===== config.mk =====
export PLATFORM = sky130hd
export DESIGN_NAME = mac_seq_ctrl
export DESIGN_NICKNAME = d
export VERILOG_FILES = /design/src/rtl/mac_seq_ctrl.sv
export SDC_FILE = /design/constraint.sdc
export NUM_CORES = 1
export LEC_CHECK = 0
export ABC_AREA = 1
export CAP_MARGIN = 20
export CORE_MARGIN = 3
export CORE_UTILIZATION = 28
export DETAILED_ROUTE_END_ITERATION = 16
export GPL_TIMING_DRIVEN = 0
export PLACE_DENSITY = 0.66
export SETUP_SLACK_MARGIN = 0.15
export SLEW_MARGIN = 30
export SYNTH_ARGS = -nofsm -noshare
export SYNTH_HDL_FRONTEND = slang
export SYNTH_SLANG_ARGS = --single-unit

===== constraint.sdc =====
create_clock -name clk -period 2.68 [get_ports clk]
set_input_delay 0.268 -clock clk [delete_from_list [all_inputs] [get_ports clk]]
set_output_delay 0.268 -clock clk [all_outputs]
set_load 0.02 [all_outputs]

===== src/rtl/mac_seq_ctrl.sv =====
// Initiator-side sequencer for one single-cycle MAC slice: takes dot-product jobs,
// streams operand pairs into the MAC, then reads back the accumulated result.
module mac_seq_ctrl #(
    parameter int LEN_W = 8
) (
    input  logic             clk,
    input  logic             rst,
    input  logic             job_valid,
    output logic             job_ready,
    input  logic             job_mode,
    input  logic [LEN_W-1:0] job_len,
    input  logic             op_valid,
    output logic             op_ready,
    input  logic [15:0]      op_a,
    input  logic [15:0]      op_b,
    output logic             res_valid,
    input  logic             res_ready,
    output logic [15:0]      res_data,
    output logic             res_error,
    output logic             busy,
    output logic             mac_cfg,
    output logic             mac_mode,
    output logic             mac_enable,
    output logic             mac_valid,
    output logic             mac_read,
    output logic [15:0]      mac_a,
    output logic [15:0]      mac_b,
    input  logic [15:0]      mac_result,
    input  logic             mac_error
);

    typedef enum logic [2:0] {
        IDLE,
        CFG,
        ACC,
        READ,
        RESP
    } state_t;

    state_t           state_q, state_d;
    logic             mode_q, mode_d;
    logic [LEN_W-1:0] remain_q, remain_d;
    logic             err_q, err_d;
    logic             first_q, first_d;
    logic [15:0]      res_data_q, res_data_d;
    logic             res_error_q, res_error_d;

    logic job_ready_q, job_ready_d;
    logic busy_q, busy_d;
    logic op_ready_q, op_ready_d;
    logic cfg_q, cfg_d;
    logic enable_q, enable_d;
    logic read_q, read_d;
    logic res_valid_q, res_valid_d;

    // The MAC commits the previous beat's product on each beat after the first,
    // so that is when its error flag means something for this job.
    always_comb begin
        state_d     = state_q;
        mode_d      = mode_q;
        remain_d    = remain_q;
        err_d       = err_q;
        first_d     = first_q;
        res_data_d  = res_data_q;
        res_error_d = res_error_q;

        case (state_q)
            IDLE: begin
                if (job_valid) begin
                    mode_d   = job_mode;
                    remain_d = job_len;
                    err_d    = 1'b0;
                    state_d  = CFG;
                end
            end
            CFG: begin
                first_d = 1'b1;
                state_d = (remain_q != '0) ? ACC : READ;
            end
            ACC: begin
                if (op_valid) begin
                    remain_d = remain_q - LEN_W'(1);
                    first_d  = 1'b0;
                    if (!first_q) begin
                        err_d = err_q | mac_error;
                    end
                    if (remain_q == LEN_W'(1)) begin
                        state_d = READ;
                    end
                end
            end
            READ: begin
                res_data_d  = mac_result;
                res_error_d = err_q | mac_error;
                state_d     = RESP;
            end
            RESP: begin
                if (res_ready) begin
                    state_d = IDLE;
                end
            end
            default: state_d = IDLE;
        endcase

        job_ready_d = (state_d == IDLE);
        busy_d      = (state_d != IDLE);
        op_ready_d  = (state_d == ACC);
        cfg_d       = (state_d == CFG);
        enable_d    = (state_d == ACC) || (state_d == READ);
        read_d      = (state_d == READ);
        res_valid_d = (state_d == RESP);
    end

    always_ff @(posedge clk) begin
        if (rst) begin
            state_q     <= IDLE;
            mode_q      <= 1'b0;
            remain_q    <= '0;
            err_q       <= 1'b0;
            first_q     <= 1'b0;
            res_data_q  <= 16'h0000;
            res_error_q <= 1'b0;
            job_ready_q <= 1'b1;
            busy_q      <= 1'b0;
            op_ready_q  <= 1'b0;
            cfg_q       <= 1'b0;
            enable_q    <= 1'b0;
            read_q      <= 1'b0;
            res_valid_q <= 1'b0;
        end else begin
            state_q     <= state_d;
            mode_q      <= mode_d;
            remain_q    <= remain_d;
            err_q       <= err_d;
            first_q     <= first_d;
            res_data_q  <= res_data_d;
            res_error_q <= res_error_d;
            job_ready_q <= job_ready_d;
            busy_q      <= busy_d;
            op_ready_q  <= op_ready_d;
            cfg_q       <= cfg_d;
            enable_q    <= enable_d;
            read_q      <= read_d;
            res_valid_q <= res_valid_d;
        end
    end

    // Operands pass straight through during ACC; idle beats present zeros.
    assign mac_valid  = op_ready_q & op_valid;
    assign mac_a      = mac_valid ? op_a : 16'h0000;
    assign mac_b      = mac_valid ? op_b : 16'h0000;

    assign job_ready  = job_ready_q;
    assign busy       = busy_q;
    assign op_ready   = op_ready_q;
    assign mac_cfg    = cfg_q;
    assign mac_enable = enable_q;
    assign mac_read   = read_q;
    assign mac_mode   = mode_q;
    assign res_valid  = res_valid_q;
    assign res_data   = res_data_q;
    assign res_error  = res_error_q;

endmodule


=== Yosys cells after proc, flatten, opt, wreduce, memory -nomap -nowiden ===
Index checks and enable logic that the tools add are counted.
Widths: inputs -> output; s select.

* Bits in registers: 38
* Input bits: 63
* Logic and storage cells: 57

* $add $sub $neg: 1
* Equality and inequality tests: 12
* Muxes and demuxes: 17
* Bitwise gates (word level): 2
* Reductions and logical operators: 11

{| class="wikitable"
|+ Operators with widths
! operator !! number
|-
| $mux 16 || 2
|-
| $mux 8 || 2
|-
| $pmux 8 s2 || 1
|-
| $pmux 3 s5 || 1
|-
| $eq 3x2->1 const B || 4
|-
| $mux 3 || 4
|-
| $eq 8x1->1 const B || 1
|-
| $reduce_bool 8->1 || 1
|-
| $sub 8x1->8 const B || 1
|-
| $eq 3x1->1 const B || 2
|-
| $eq 3x3->1 const B || 2
|-
| $logic_not 3->1 || 2
|-
| $ne 2x2->1 const B || 3
|-
| $mux 1 || 5
|-
| $pmux 1 s2 || 2
|-
| $reduce_and 2->1 || 2
|-
| $reduce_and 4->1 || 1
|-
| $reduce_bool 2->1 || 2
|-
| $reduce_and 3->1 || 1
|-
| $reduce_bool 3->1 || 1
|-
| $and 1x1->1 || 1
|-
| $logic_or 1x1->1 || 1
|-
| $or 1x1->1 || 1
|}

=== Logic depth before layout (Yosys ltp) ===
Gate-level depths: netlist of the first run.

* Word-level depth: 6
* Mapped depth: 10
* Depth with buffers taken out: 10

=== Worst setup path after synthesis of the first run ===
Ideal clock, no wire load.

* Path type: register to output
* Start point: register op_ready_q (netlist: op_ready)
* End point: output mac_b[10]
* Arrival time: 1085 ps
* Setup slack: 1327 ps
* Stages on the path, launching flop included: 4
* Cell sequence: dfxtp_1 nand2_1 clkbuf_1 nor2_1

* Longest elaborated chain between the ends: 2

{| class="wikitable"
|+ Ends and longest elaborated chain
! what !! line !! RTL
|-
| start: declaration || 50 || <nowiki>logic op_ready_q, op_ready_d;</nowiki>
|-
| start signal: assignment || 140 || <nowiki>op_ready_q <= op_ready_d;</nowiki>
|-
| $and 1x1->1 || 149 || <nowiki>assign mac_valid = op_ready_q & op_valid;</nowiki>
|-
| $mux 16 || 151 || <nowiki>assign mac_b = mac_valid ? op_b : 16'h0000;</nowiki>
|-
| end: declaration || 27 || <nowiki>output logic [15:0] mac_b,</nowiki>
|}

Every way passes these cells.

=== Worst setup path in the final report of the first run ===
* Start point: input op_valid
* End point: output mac_a[8]

* Longest elaborated chain between the ends: 2

{| class="wikitable"
|+ Ends and longest elaborated chain
! what !! line !! RTL
|-
| start: declaration || 12 || <nowiki>input logic op_valid,</nowiki>
|-
| $and 1x1->1 || 149 ||
|-
| $mux 16 || 150 || <nowiki>assign mac_a = mac_valid ? op_a : 16'h0000;</nowiki>
|-
| end: declaration || 26 || <nowiki>output logic [15:0] mac_a,</nowiki>
|}

Every way passes these cells.

==> flow_metrics.env, run 1 <==
export IMPL_rsz0062_at_grt="false"
export IMPL_criticalPathCategory="in -> out"
export IMPL_drt_iter0_drc=41
export IMPL_p_int_mw=1.10
export IMPL_coreArea_sq_um=6390
export IMPL_fin_setup_tns_ps=0
export IMPL_p_per_area_nw_per_um2=478
export IMPL_fin_area_sq_um=3270
export IMPL_die_height_um=87.6
export IMPL_p_comb_share_pct=28.4
export IMPL_largest_register_ffs=16
export IMPL_pin_count=121
export IMPL_synth_nets=353
export IMPL_status="completed"
export IMPL_grt_overflow=0
export IMPL_dpl_cell_area_sq_um=3160
export IMPL_worst_slack_ps=418
export IMPL_worstPathRequired_ps=2410
export IMPL_via_count=2106
export IMPL_cts_resized_gates=0
export IMPL_area_delta_synth_final_pct=75.5
export IMPL_peakVddDrop_mv=0.271
export IMPL_wl_per_cell_um=11.2
export IMPL_synthArstFlopShare_pct=0
export IMPL_synth_cell_types=24
export IMPL_synthCells=287
export IMPL_syn_area_sq_um=1870
export IMPL_rows=29
export IMPL_hpwl_mm=4.42
export IMPL_clock_sinks=38
export IMPL_fillers=673
export IMPL_htree_levels=2
export IMPL_numCtsBuffers=5
export IMPL_relSlewSlack_pct=66.2
export IMPL_max_freq_mhz=442
export IMPL_p_seq_share_pct=40.6
export IMPL_syn_avg_cell_area_sq_um=6.50
export IMPL_stdcell_count=492
export IMPL_min_path_type="reg -> reg"
export IMPL_gp_congestion=0.830
export IMPL_p_leak_nw=1.48
export IMPL_n_antenna_cell=0
export IMPL_hold_path_depth=2
export IMPL_die_w_um=87.6
export IMPL_insertion_delay_ps=290
export IMPL_skew_ps=9.65
export IMPL_drc_errors=0
export IMPL_tightestPinTransition_ps=507
export IMPL_power_switching_mw=0.463
export IMPL_antenna_found_initial=0
export IMPL_synth_edf_count=0
export IMPL_maxCapViolCount=0
export IMPL_place_inst=484
export IMPL_routed_via_density=4.28
export IMPL_period_share_pct=84.4
export IMPL_initial_core_util_pct=29.2
export IMPL_clk_pin_slew_worst_paths_ps=70
export IMPL_grt_pass1_wl_mm=8.74
export IMPL_post_place_ws_ps=382
export IMPL_ys_seq_area_share_pct=40.8
export IMPL_r2r_start="remain_q[0]"
export IMPL_synthFlopType="dfxtp_1"
export IMPL_ff2ff_path_depth=10
export IMPL_cp_max_fo=10
export IMPL_clock_path_buffers=2
export IMPL_cp_end_kind="output pin"
export IMPL_final_common_cell="clkdlybuf4s50_1"
export IMPL_fin_nets=480
export IMPL_grt_max_degree=13
export IMPL_setup_viol=0
export IMPL_critPathLaunchType="input pin"
export IMPL_switching_share_pct=29.6
export IMPL_grt_use_total_pct=14.2
export IMPL_layout_drive_gt1_share_pct=6.27
export IMPL_final_core_util_pct=51.3
export IMPL_numPortBuffers=120
export IMPL_cp_arrival_ps=1990
export IMPL_final_max_slew_viol_count=0
export IMPL_period_minus_slack_ps=2260
export IMPL_cts_tree="done"
export IMPL_startpoint="op_valid"
export IMPL_final_cell_mix="120 x clkdlybuf4s50_1, 81 x nor2_1, 50 x inv_1"
export IMPL_die_area_sq_um=7680
export IMPL_cts_root_buf="clkbuf_8"
export IMPL_hold_viol_final=0
export IMPL_post_cts_buffers=0
export IMPL_routed_wl_mm=5.51
export IMPL_hp_start="mac_mode"
export IMPL_ys_warnings_count=0
export IMPL_grt_pass1_vias=1935
export IMPL_ys_ff_latch=38
export IMPL_cts_hold_buf=0
export IMPL_power_frac_clock_pct=31.0
export IMPL_firstDrtPassIters=4
export IMPL_detail_route_antenna_nets=0
-- final timing paths --
kind                       to  slack [ps]
setup / recovery     mac_a[8]         420
setup reg to reg  remain_q[6]        1290
hold / removal       mac_mode         450
hold reg to reg      mac_mode         450
-- area by class of cell --
class	count	area, sq um	share of cell area (%)
flip-flops and latches	38	761	23.2
clock inverters	2	37.5	1.15
well taps	77	96.3	2.94
multi-input cells	182	841	25.7
repair buffers	120	1200	36.7
plain buffers	10	50.0	1.53
clock buffers	6	72.6	2.22
inverters	57	214	6.54
-- layer usage --
metal | global-route usage, % | wire (um) | vias to the layer above
met4 | 3.91 | 23 | 0
met1 | 17.1 | 2380 | 914
met5 | 0 | 0 | -
met3 | 4.14 | 404 | 2
met2 | 24.5 | 2710 | 72
li1 | - | - | 1118
-- cell families after synthesis --
logic type,count (synthesis),synth area share (%)
AOI/OAI and AO/OA,51,14.6
adders and majority gates,3,2.01
buffers and inverters,67,14.2
DFF,38,40.8
and+or+nand+nor,128,28.5
-- power by group through the flow --
stage	registers [mW]	logic (mW)	clock network, mW
after floorplan	0.670	0.219	0
after global placement	0.647	0.443	0
after detailed placement	0.648	0.448	0
after CTS	0.635	0.450	0.498
after global routing	0.642	0.496	0.523
final	0.635	0.445	0.485
-- cell usage after synthesis (3+ instances only) --
| master | number | area share, % |
|---|---|---|
| dfxtp_1 | 38 | 41 |
| nor2_1 | 81 | 16 |
| a21oi_1 | 12 | 3.2 |
| inv_2 | 6 | 1.2 |
| nand3_1 | 8 | 2.1 |
| o21ai_2 | 3 | 1.4 |
| nand2_1 | 33 | 6.6 |
| ha_1 | 3 | 2.0 |
| inv_1 | 50 | 10 |
| o21ai_1 | 10 | 2.7 |
| o21ai_0 | 24 | 6.4 |
| clkbuf_1 | 7 | 1.4 |
-- stage by stage --
step | power (mW) | hold slack, ps
3_5_place_dp | 1.10 | 444
6_report | 1.57 | 448
3_3_place_gp | 1.09 | 435
4_1_cts | 1.58 | 454
2_1_floorplan | 0.889 | 337
5_1_grt | 1.66 | 492
-- worst max-delay path, cell delays in order --
cell and delay [ps]:
clkdlybuf4s50_1 550, nand2_1 160, clkbuf_1 240, nor2_1 140
clkdlybuf4s50_1 630
Power figures use the tool's default switching activity.
==> run 2: changes to the inputs <==
==> constraint.sdc (replaced) <==
create_clock -name clk -period 2.2 [get_ports clk]
set_input_delay 0.22 -clock clk [delete_from_list [all_inputs] [get_ports clk]]
set_output_delay 0.22 -clock clk [all_outputs]
set_load 0.02 [all_outputs]
==> run 2 against run 1 <==
Effect of this change: core utilization down 0.53 points; hold slack unchanged; clock-buffer cell count unchanged; flip-flop and latch count unchanged; cell count unchanged; routed wire length up 0.15%; cell area down 1.0%; sequential power up 22%; clock power up 22%; setup slack worse by 120 ps; global-route usage about the same; power up 21%; critical path type unchanged; largest power group unchanged; highest routed layer unchanged.
==> flow_metrics.env, run 2 (synthesis gave the netlist of run 1 again) <==
export IMPL_status="completed"
export IMPL_worst_slack_ps=296
export IMPL_n_antenna_cell=0
export IMPL_final_common_cell="clkdlybuf4s50_1"
export IMPL_peakVddDrop_mv=0.329
export IMPL_grt_overflow=0
export IMPL_use_met2_pct=24.5
export IMPL_cts_tree="done"
export IMPL_skew_ps=9.27
export IMPL_relSlewSlack_pct=66.4
export IMPL_cp_common_cell="clkdlybuf4s50_1"
export IMPL_detail_route_antenna_nets=0
export IMPL_hold_viol_final=0
export IMPL_firstDrtPassIters=4
export IMPL_grt_busiest_layer="met2"
export IMPL_grt_max_degree=13
export IMPL_slowest_delay_ps=620
export IMPL_die_area_sq_um=7680
export IMPL_path_depth=4
export IMPL_cts_root_buf="clkbuf_8"
export IMPL_seq_area_sq_um=761
export IMPL_initial_core_util_pct=29.2
export IMPL_p_per_area_nw_per_um2=585
export IMPL_routed_via_density=4.27
export IMPL_grt_use_met1_pct=17.2
export IMPL_fin_nets=480
export IMPL_numPortBuffers=120
export IMPL_clock_sinks=38
export IMPL_path_buf_inv=2
export IMPL_p_leak_nw=1.63
export IMPL_grt_use_total_pct=14.2
export IMPL_path_cells="clkdlybuf4s50_1 > nand2_1 > nor2_1 > clkdlybuf4s50_1"
export IMPL_period_minus_slack_ps=1900
export IMPL_critPathSlowestCell="clkdlybuf4s50_1"
export IMPL_clock_path_buffers=2
export IMPL_hold_worst_slack_ps=448
export IMPL_die_height_um=87.6
export IMPL_final_cell_mix="90 x clkdlybuf4s50_1, 81 x nor2_1, 50 x inv_1"
export IMPL_clk_pin_slew_worst_paths_ps=70
export IMPL_setup_viol=0
export IMPL_rsz0062_at_grt="false"
export IMPL_antenna_found_initial=0
export IMPL_area_delta_synth_final_pct=73.6
export IMPL_wl_per_cell_um=11.2
export IMPL_ff2ff_path_depth=10
export IMPL_insertion_delay_ps=290
export IMPL_period_share_pct=86.6
export IMPL_post_place_ws_ps=-1.60
export IMPL_hpwl_mm=4.42
export IMPL_fin_setup_tns_ps=0
export IMPL_worstPathRequired_ps=1980
export IMPL_stdcell_count=492
export IMPL_place_inst=484
export IMPL_cp_end_kind="output pin"
export IMPL_path_delay_family="buffers and inverters"
export IMPL_drt_iter0_drc=44
export IMPL_use_met3_pct=4.23
export IMPL_criticalPathCategory="in -> out"
export IMPL_fillers=685
export IMPL_gp_congestion=0.830
export IMPL_cp_arrival_ps=1680
export IMPL_htree_levels=2
export IMPL_rows=29
export IMPL_via_count=2103
export IMPL_multiInputGateArea_sq_um=841
export IMPL_numCtsBuffers=5
export IMPL_drc_errors=0
export IMPL_hold_path_depth=2
export IMPL_min_path_type="reg -> reg"
export IMPL_coreArea_sq_um=6390
export IMPL_routed_wl_mm=5.52
export IMPL_critPathLaunchType="input pin"
export IMPL_final_max_slew_viol_count=0
export IMPL_max_freq_mhz=525
export IMPL_tightestPinTransition_ps=503
export IMPL_grt_pass1_wl_mm=8.77
export IMPL_cp_max_fo=6
export IMPL_largest_register_ffs=16
export IMPL_maxCapViolCount=0
export IMPL_pin_count=121
export IMPL_die_w_um=87.6
export IMPL_grt_pass1_vias=1934
export IMPL_layout_drive_gt1_share_pct=6.99
## run 2: cell types whose count changed in the layout (fill, tap and decap cells not counted), sizes merged
cell | before | now
clkdlybuf4s50 | 120 | 90
dlygate4sd2 | 0 | 30
## run 2: what timing repair did
action	4_1_cts	5_1_grt
buffers inserted	0	0
endpoints found under the setup margin	30	0
hold buffers	0	0
resized for setup	33	0
## run 2: area by class of cell
type	instances	share of cell area [%]
repair buffers	120	35.9
plain buffers	10	1.66
multi-input cells	182	26.0
well taps	77	2.97
clock inverters	2	1.16
flip-flops and latches	38	23.5
inverters	57	6.60
clock buffers	6	2.24
## run 2: tightest hold or removal path, delay by kind of cell, from the launching register on
family	cells	cell delay [ps]
flops	1	310
compound gates	1	50
buf+inv	1	40
## run 2: power breakdown
group	internal (mW)	switching (mW)	total, mW
clock network	0.338	0.252	0.591
registers	0.741	0.0333	0.774
logic	0.254	0.278	0.532
total	1.33	0.563	1.90
## run 2: final timing paths
| kind | slack, ps | endpoint | from |
|---|---|---|---|
| worst max-delay path | 300 | mac_a[15] | op_valid |
| worst min-delay path | 450 | mac_mode | mac_mode |
| worst max register to register | 820 | remain_q[6] | remain_q[0] |
| worst min register to register | 450 | mac_mode | mac_mode |
## run 2: metrics by stage
| stage | power, mW | cell area (sq um) | util, % |
|---|---|---|---|
| finish | 1.90 | 3240 | 50.7 |
| detailed placement | 1.34 | 3160 | 49.5 |
| global route | 2.01 | 3240 | 50.7 |
| global placement | 1.33 | 3160 | 49.5 |
| CTS | 1.92 | 3240 | 50.7 |
| floorplan | 1.08 | 1870 | - |
## run 2: metal layers
layer  share of wire [%]  vias up  routed length [um]
li1                    -     1118                   -
met2                  49       70                2710
met3                 7.4        2                 407
met1                  43      913                2380
met4                0.42        0                  23
met5                   0        -                   0
